## src/rtl/uart_frame_pkg.sv

```systemverilog
// Shared definitions for the UART packet deframer: FSM states, status codes,
// default sync marker and the modulo-256 checksum helper.
package uart_frame_pkg;

    typedef enum logic [1:0] {
        ST_HUNT    = 2'd0,
        ST_LEN     = 2'd1,
        ST_PAYLOAD = 2'd2,
        ST_CSUM    = 2'd3
    } state_e;

    typedef enum logic [1:0] {
        ERR_OK      = 2'd0,
        ERR_CSUM    = 2'd1,
        ERR_LEN     = 2'd2,
        ERR_TIMEOUT = 2'd3
    } frame_err_e;

    localparam logic [7:0] SYNC_BYTE_DEF = 8'hA5;

    function automatic logic [7:0] csum_add(input logic [7:0] acc, input logic [7:0] data);
        return acc + data;
    endfunction

endpackage

```

## src/rtl/uart_frame_timeout.sv

```systemverilog
// Inter-byte watchdog: counts enabled cycles since the last clear and flags the
// cycle in which the count reaches TIMEOUT.
module uart_frame_timeout #(
    parameter int TIMEOUT = 100000,
    parameter int TO_W    = 17
) (
    input  logic clk_i,
    input  logic rst_ni,
    input  logic clr_i,
    input  logic en_i,
    output logic expired_o
);

    logic [TO_W-1:0] cnt_q;
    logic [TO_W-1:0] cnt_d;

    // Expiry is flagged on the enabled cycle that completes the TIMEOUT-th count.
    assign expired_o = en_i & (cnt_q == TO_W'(TIMEOUT - 1));

    // Next count: clear has priority over increment.
    always_comb begin
        cnt_d = cnt_q;
        if (clr_i) begin
            cnt_d = '0;
        end else if (en_i) begin
            cnt_d = cnt_q + {{(TO_W-1){1'b0}}, 1'b1};
        end else begin
            cnt_d = cnt_q;
        end
    end

    // Counter register.
    always_ff @(posedge clk_i or negedge rst_ni) begin
        if (!rst_ni) begin
            cnt_q <= '0;
        end else begin
            cnt_q <= cnt_d;
        end
    end

endmodule

```

## src/rtl/uart_frame_rx.sv

```systemverilog
// Packet deframer behind the UART RX FIFO: hunts for SYNC, reads LEN, streams
// payload on valid/ready, checks the checksum and reports per-frame status.
module uart_frame_rx
    import uart_frame_pkg::*;
#(
    parameter logic [7:0] SYNC_BYTE = SYNC_BYTE_DEF,
    parameter int          MAX_LEN  = 64,
    parameter int          TIMEOUT  = 100000,
    parameter int          TO_W     = 17
) (
    input  logic       clk,
    input  logic       reset,
    input  logic       rx_empty,
    input  logic [7:0] r_data,
    output logic       rd_uart,
    output logic [7:0] m_data,
    output logic       m_valid,
    output logic       m_last,
    input  logic       m_ready,
    output logic       frame_done,
    output logic [1:0] frame_err,
    output logic       busy
);

    localparam logic [7:0] MAX_LEN_B = 8'(MAX_LEN);

    state_e     state_q, state_d;
    logic [7:0] acc_q, acc_d;
    logic [7:0] cnt_q, cnt_d;
    logic [7:0] m_data_q, m_data_d;
    logic       m_valid_q, m_valid_d;
    logic       m_last_q, m_last_d;
    logic       done_q, done_d;
    frame_err_e err_q, err_d;
    logic       can_take_s;
    logic       fetch_s;
    logic       expired_s;

    // Fetch permission per state; CSUM waits for the last payload byte to leave.
    always_comb begin
        can_take_s = 1'b0;
        case (state_q)
            ST_HUNT:    can_take_s = 1'b1;
            ST_LEN:     can_take_s = 1'b1;
            ST_PAYLOAD: can_take_s = ~m_valid_q | m_ready;
            ST_CSUM:    can_take_s = ~m_valid_q;
            default:    can_take_s = 1'b0;
        endcase
    end

    // Reset gates the pop so no byte is lost while the block is held in reset.
    assign fetch_s = ~rx_empty & can_take_s & reset;

    uart_frame_timeout #(
        .TIMEOUT (TIMEOUT),
        .TO_W    (TO_W)
    ) u_timeout (
        .clk_i     (clk),
        .rst_ni    (reset),
        .clr_i     (fetch_s | (state_q == ST_HUNT)),
        .en_i      ((state_q != ST_HUNT) & rx_empty),
        .expired_o (expired_s)
    );

    // Frame FSM, checksum accumulator and payload output register.
    always_comb begin
        state_d   = state_q;
        acc_d     = acc_q;
        cnt_d     = cnt_q;
        m_data_d  = m_data_q;
        m_valid_d = m_valid_q;
        m_last_d  = m_last_q;
        done_d    = 1'b0;
        err_d     = err_q;

        if (m_valid_q && m_ready) begin
            m_valid_d = 1'b0;
            m_last_d  = 1'b0;
        end else begin
            m_valid_d = m_valid_q;
        end

        case (state_q)
            ST_HUNT: begin
                if (fetch_s && (r_data == SYNC_BYTE)) begin
                    state_d = ST_LEN;
                    acc_d   = 8'h00;
                end else begin
                    state_d = ST_HUNT;
                end
            end
            ST_LEN: begin
                if (fetch_s) begin
                    if (r_data > MAX_LEN_B) begin
                        done_d  = 1'b1;
                        err_d   = ERR_LEN;
                        state_d = ST_HUNT;
                    end else if (r_data == 8'h00) begin
                        acc_d   = r_data;
                        state_d = ST_CSUM;
                    end else begin
                        acc_d   = r_data;
                        cnt_d   = r_data;
                        state_d = ST_PAYLOAD;
                    end
                end else if (expired_s) begin
                    done_d  = 1'b1;
                    err_d   = ERR_TIMEOUT;
                    state_d = ST_HUNT;
                end else begin
                    state_d = ST_LEN;
                end
            end
            ST_PAYLOAD: begin
                if (fetch_s) begin
                    m_data_d  = r_data;
                    m_valid_d = 1'b1;
                    m_last_d  = (cnt_q == 8'd1);
                    acc_d     = csum_add(acc_q, r_data);
                    cnt_d     = cnt_q - 8'd1;
                    if (cnt_q == 8'd1) begin
                        state_d = ST_CSUM;
                    end else begin
                        state_d = ST_PAYLOAD;
                    end
                end else if (expired_s) begin
                    done_d  = 1'b1;
                    err_d   = ERR_TIMEOUT;
                    state_d = ST_HUNT;
                end else begin
                    state_d = ST_PAYLOAD;
                end
            end
            ST_CSUM: begin
                if (fetch_s) begin
                    done_d  = 1'b1;
                    state_d = ST_HUNT;
                    if (csum_add(acc_q, r_data) == 8'h00) begin
                        err_d = ERR_OK;
                    end else begin
                        err_d = ERR_CSUM;
                    end
                end else if (expired_s) begin
                    done_d  = 1'b1;
                    err_d   = ERR_TIMEOUT;
                    state_d = ST_HUNT;
                end else begin
                    state_d = ST_CSUM;
                end
            end
            default: begin
                state_d = ST_HUNT;
            end
        endcase
    end

    // State and output registers.
    always_ff @(posedge clk or negedge reset) begin
        if (!reset) begin
            state_q   <= ST_HUNT;
            acc_q     <= 8'h00;
            cnt_q     <= 8'h00;
            m_data_q  <= 8'h00;
            m_valid_q <= 1'b0;
            m_last_q  <= 1'b0;
            done_q    <= 1'b0;
            err_q     <= ERR_OK;
        end else begin
            state_q   <= state_d;
            acc_q     <= acc_d;
            cnt_q     <= cnt_d;
            m_data_q  <= m_data_d;
            m_valid_q <= m_valid_d;
            m_last_q  <= m_last_d;
            done_q    <= done_d;
            err_q     <= err_d;
        end
    end

    assign rd_uart    = fetch_s;
    assign m_data     = m_data_q;
    assign m_valid    = m_valid_q;
    assign m_last     = m_last_q;
    assign frame_done = done_q;
    assign frame_err  = err_q;
    assign busy       = (state_q != ST_HUNT);

endmodule

```

## config.mk

```make
export PLATFORM = sky130hd
export DESIGN_NAME = uart_frame_rx
export DESIGN_NICKNAME = d
export VERILOG_FILES = /design/src/rtl/uart_frame_pkg.sv /design/src/rtl/uart_frame_timeout.sv /design/src/rtl/uart_frame_rx.sv
export SDC_FILE = /design/constraint.sdc
export NUM_CORES = 1
export LEC_CHECK = 0
export BUFFER_PORTS_ARGS = -buffer_cell sky130_fd_sc_hd__buf_2
export CORE_AREA = 5 5 99 101
export DETAILED_ROUTE_END_ITERATION = 6
export DIE_AREA = 0 0 104 106
export GPL_TIMING_DRIVEN = 0
export PLACE_DENSITY_LB_ADDON = 0.15
export SLEW_MARGIN = 20
export SYNTH_ARGS = -nofsm -noshare
export SYNTH_HDL_FRONTEND = slang
export SYNTH_SLANG_ARGS = --single-unit
export TNS_END_PERCENT = 1
```

## constraint.sdc

```tcl
create_clock -name clk -period 5.25 [get_ports clk]
set_clock_uncertainty 0.2 [all_clocks]
set_input_delay 1.05 -clock clk [delete_from_list [all_inputs] [get_ports clk]]
set_output_delay 1.05 -clock clk [all_outputs]
set_load 0.01 [all_outputs]
```

Word-level counts from Yosys, hierarchy flattened. Index checks and enable logic that the tools add are counted.

Flip-flop bits (word level): 48. Input port bits: 12. Output and inout port bits: 15. Logic and storage cells: 92.

$add $sub $neg: 3. $lt $le $gt $ge: 1. Equality and inequality tests: 13. Muxes and demuxes: 43. Bitwise gates (word level): 8. Reduce and logical (&&, ||, !) cells: 15.

Operators by type and width (count): 2-to-1 mux 8 bit (8); 2-to-1 mux 17 bit (2); one-hot mux 8 bit (3 select lines) (1); 2-to-1 mux 2 bit (11); adder 17 x 1 -> 17 bit, second input constant (1); equality test 17 bit, second input constant (1); logical NOT 8 bit (2); 2-to-1 mux 1 bit (16); one-hot mux 8 bit (2 select lines) (1); != test 2 bit, second input constant (5); AND reduction 5 bit (2); adder 8 bit (1); equality test 8 x 1 -> 1 bit, second input constant (1); equality test 8 bit, second input constant (1); greater-than comparator 8 x 7 -> 1 bit, second input constant (1); one-hot mux 2 bit (4 select lines) (1); subtractor 8 x 1 -> 8 bit, second input constant (1); one-hot mux 1 bit (3 select lines) (2); one-hot mux 2 bit (3 select lines) (1); nonzero test 2 bit (3); nonzero test 3 bit (2); AND 1 bit (4); equality test 2 bit, second input constant (2); != test 3 bit, second input constant (1); other kinds (9) (12).

Depth between registers and ports, before layout.
Depth after elaboration: 8. Mapped depth: 11. Depth with buffers taken out: 9.

Cells and area by module. A second synthesis with hierarchy kept.

Cells, all modules: 326. Area total of the unflattened synthesis: 3044.2 um^2.

Modules (own cells, without submodules): uart_frame_rx (times used 1, cells an instance 232, area each 2145.8 um^2, seq. area each 775.7 um^2); uart_frame_timeout (times used 1, cells an instance 94, area each 898.4 um^2, seq. area each 425.4 um^2).

Least setup slack after synthesis. No wires, ideal clock.

Path type: input -> register. Start: input port r_data[0]. End: register acc_q[6]. Setup time: 0.096 ns. Data arrival time: 2.569 ns. Required time: 4.954 ns. Setup slack: 2.385 ns. Stages on the path: 8. Path buffers: 0. Path through: ha_1 > fa_1 > a211oi_1 > o31ai_1 > a21oi_1 > xnor2_1 > a22oi_1 > o31ai_1.

Longest elaborated chain between the ends: 4. Elaborated cells between the ends (all ways): 9. Those cells by class: add/sub (1); order compare (1); eq/ne (3); mux (2); reduce/logical (2).

Ends and longest elaborated chain: from (decl) (RTL line uart_frame_rx.sv:14) `input logic [7:0] r_data,`; parallel branches: the longest is 4 deep, another holds adder 8 bit; to (signal assigned) (RTL line uart_frame_rx.sv:161) `acc_q <= 8'h00;`; to (signal assigned) (RTL line uart_frame_rx.sv:170) `acc_q <= acc_d;`; to (decl) (RTL line uart_frame_rx.sv:28) `logic [7:0] acc_q, acc_d;`.

Several ways; the timed one is not identified. The select of a mux whose other input is x is not followed. A chain may end at the register's enable or synchronous reset.

Worst setup path in the final report.
Start: input port reset. End: output port rd_uart.

Longest elaborated chain between the ends: 1.

Ends and longest elaborated chain: from (decl) (RTL line uart_frame_rx.sv:12) `input logic reset,`; AND 1 bit (RTL line uart_frame_rx.sv:52) `assign fetch_s = ~rx_empty & can_take_s & reset;`; to (decl) (RTL line uart_frame_rx.sv:15) `output logic rd_uart,`.

No other way between the ends.

==> impl_results.md <==
- Die Span Y: 106 um
- Worst EP required: 4.00 ns
- Most used DFF post-synth: dfrtp_1
- Endpoint, Worst Hold: acc_q[2]
- Slowest stage cell on the critical path: buf_4
- Tcrit/Tclk final: 68.7%
- Core footprint: 8930 um^2
- Max Freq: 277 MHz
- EDFF count, synth: 0
- First-pass GRT wire length: 12500 um
- Cell Rows: 35
- #FFs+latches synth: 48
- Wire length per cell: 15.7 um
- Reg2reg end: acc_q[7]
- Clock Latency Late Sink: 0.30 ns
- HP Start: acc_q[2]
- Post-synth ARST share: 100%
- Largest cells by area after synthesis: dfrtp_1 (40%), ha_1 (6.3%), nand2_1 (4.2%), nor2_1 (3.8%), xnor2_1 (3.2%)
- Syn Nets: 351
- Endpoint class of the critical path: output pin
- R2R cell count: 11
- Nets@finish: 383
- Hold Path Class: reg2reg
- Clock period minus final worst setup slack: 3.61 ns
- Post-Route Utilization: 37.3%
- Design Power: 0.704 mW
- Yosys warning count: 0
- Vias: 2462
- Maximum buffer depth of the clock tree: 2
- Endpoints failing setup: 0
- Sequential cell area fraction in the yosys report: 40.4%
- Hold Vio Cnt, Final: 0
- Largest net degree at the start of global routing: 50
- TritonCTS clock tree: yes
- Synthesized area per cell: 9.21 um^2
- Mux share of post-synthesis cell area: 3.32%
- Top-count cell post-synth: dfrtp_1
- Reg2reg setup slack: 2.41 ns
- Worst vdd ir: 111 uV
- Placement-stage cell area: 3240 um^2
- Die extent in x: 104 um
- CTS clock-pin slew for the worst setup and hold paths: 0.08 ns
- Num ports: 27
- Final Slew Violations: 0
- Synth Area in XOR/XNOR: 5.89%
- Dpl ws: 1.46 ns
- Main combinational cell family by area after synthesis: simple AND/OR/NAND/NOR gates
- Synth Cell Area: 2980 um^2
- DR DRC count: 0
- Post-synthesis compound-gate area fraction: 16.9%
- Port Buf Inserts: 25
- Placer Congestion: 0.809
- Ant. Diodes: 0
- Worst-path cell chain: buf_4, nor2b_1, o31ai_1, inv_2, buf_2
- Synth top area share: 40.4%
- Post-cts hold buffer count: 0
- Total Routing Usage GR: 13.6%
- Lkg Pwr: 1.48 nW
- CTS H-tree lvls: 2
- Synthesized-area fraction occupied by adder cells: 6.98%
- CP startpoint kind: primary input
- Cell taking the most area after synthesis: dfrtp_1
- Starting Density: 33.3%
- Synth unique cells: 59
- Critical Path AT: 2.36 ns
- RSZ-0062 raised after global routing: no
- P per Cell Area: 212 nW/um^2
- Post-CTS Resized: 0
- Status: finished clean
- Worst-margin pin slew: 0.680 ns
- Detailed Route WL: 7340 um
- Postcts setup bufs: 0
- Post-DR vias/cell: 5.27
- Pre-antenna DRT Iters: 4
- Root Driver: clkbuf_8
- Grt ovf: 0
- Post-Syn Instances: 323
- Max-cap violation count: 0
- Critical path peak fanout: 49
- Hold path depth: 2
- Final WS setup: 1.64 ns
- Share of cells above drive strength 1: 16.0%
- Worst reg2reg path startpoint: state_q[0]
- Initial antenna violation count: 0
- # clock sinks: 48
- Total negative setup slack: 0 ns
- Initial DRC Count: 111
- Post-Synth Simple-Gate Area: 22.8%
- Area delta synth->final: 11.9%
- Rel. slew slack: 54.4%
- Finished Cell Area: 3330 um^2
- Crit-path leading delay family: buffers and inverters
- Critical setup path kind: in2out
- Antenna-violating nets left: 0
- Crit path largest cell delay: 0.48 ns
- DIE AREA: 11000 um^2
- Crit path buf inv count: 3
- Top cells by instance count after synthesis: dfrtp_1 (48), nand2_1 (33), nor2_1 (30)
- Vias in the first global route: 2487
- Post-DP HPWL: 5430 um
- CTS buffer count: 5
-- layer usage --
layer,GRT usage [%],wire (um),vias up
met3,2.55,298,2
met2,23.8,3510,45
li1,-,-,1234
met5,0,0,-
met4,1.94,33,0
met1,18.0,3500,1181
-- where the power goes --
group / switching (mW) / internal (mW)
Sequential: 0.0105 / 0.381
Clock: 0.130 / 0.0932
Combinational: 0.0566 / 0.0330
-- layout make-up --
class / instances / area (um^2)
Sequential cell: 48 / 1200
Timing Repair Buffer: 25 / 128
Inverter: 15 / 56.3
Clock buffer: 5 / 68.8
Fill cell: 939 / 5600
Buffer: 11 / 56.3
Tap cell: 111 / 139
Clock inverter: 3 / 18.8
Multi-Input combinational cell: 249 / 1660
-- tightest hold or removal path, cell delays in order (launching register included) --
cell	delay [ns]
dfrtp_1	0.35
nand2_1	0.05
o31ai_1	0.06
-- cells by family (layout without fill, tap and decap cells) --
group                    Yosys count  after routing
XOR/XNOR                          20             20
flip-flops                        48             48
buffers and inverters             26             59
multiplexers                       9              9
AO/OA/AOI/OAI                     70             70
adder cells (fa/ha/maj)           16             16
AND/OR/NAND/NOR                  134            134
-- state kept, by name, indices dropped and copies added, names as in the netlist --
name             cells
u_timeout.cnt_q     17
acc_q                8
cnt_q                8
m_data               8
frame_err            2
state_q              2
frame_done           1
m_last               1
m_valid              1
-- cell usage in the layout (no fill, tap or decap), types with 3 or more instances in the layout --
cell	n
dfrtp_1	48
nand2_1	33
nor2_1	30
buf_2	27
nand3_1	19
a21oi_1	15
ha_1	15
inv_1	13
xnor2_1	11
or3_1	10
o31ai_1	9
nor3_1	9
xor2_1	9
o21ai_0	7
o21ai_1	7
mux2_2	7
clkbuf_1	6
nand4_1	6
a22oi_1	6
and3_1	5
nand2b_1	5
clkbuf_8	5
nor4_1	3
a32oi_1	3
-- per-stage QoR --
stage	hold WS, ns	cells
2_1_floorplan	0.253	323
3_3_place_gp	0.270	459
3_5_place_dp	0.273	459
4_1_cts	0.298	467
5_1_grt	0.323	467
6_report	0.295	467
-- worst max-delay path by stage --
stage                     startpoint       end  slack [ns]  cells past startpoint
final                          reset   rd_uart        1.64                      5
after global routing           reset   rd_uart        1.47                      5
after CTS                      reset   rd_uart        1.61                      5
after detailed placement       reset  acc_q[7]        1.46                      9
after global placement         reset  acc_q[7]        1.08                      9
after floorplan            r_data[0]  acc_q[6]        2.39                      8
(Power assumes the default switching activity.)
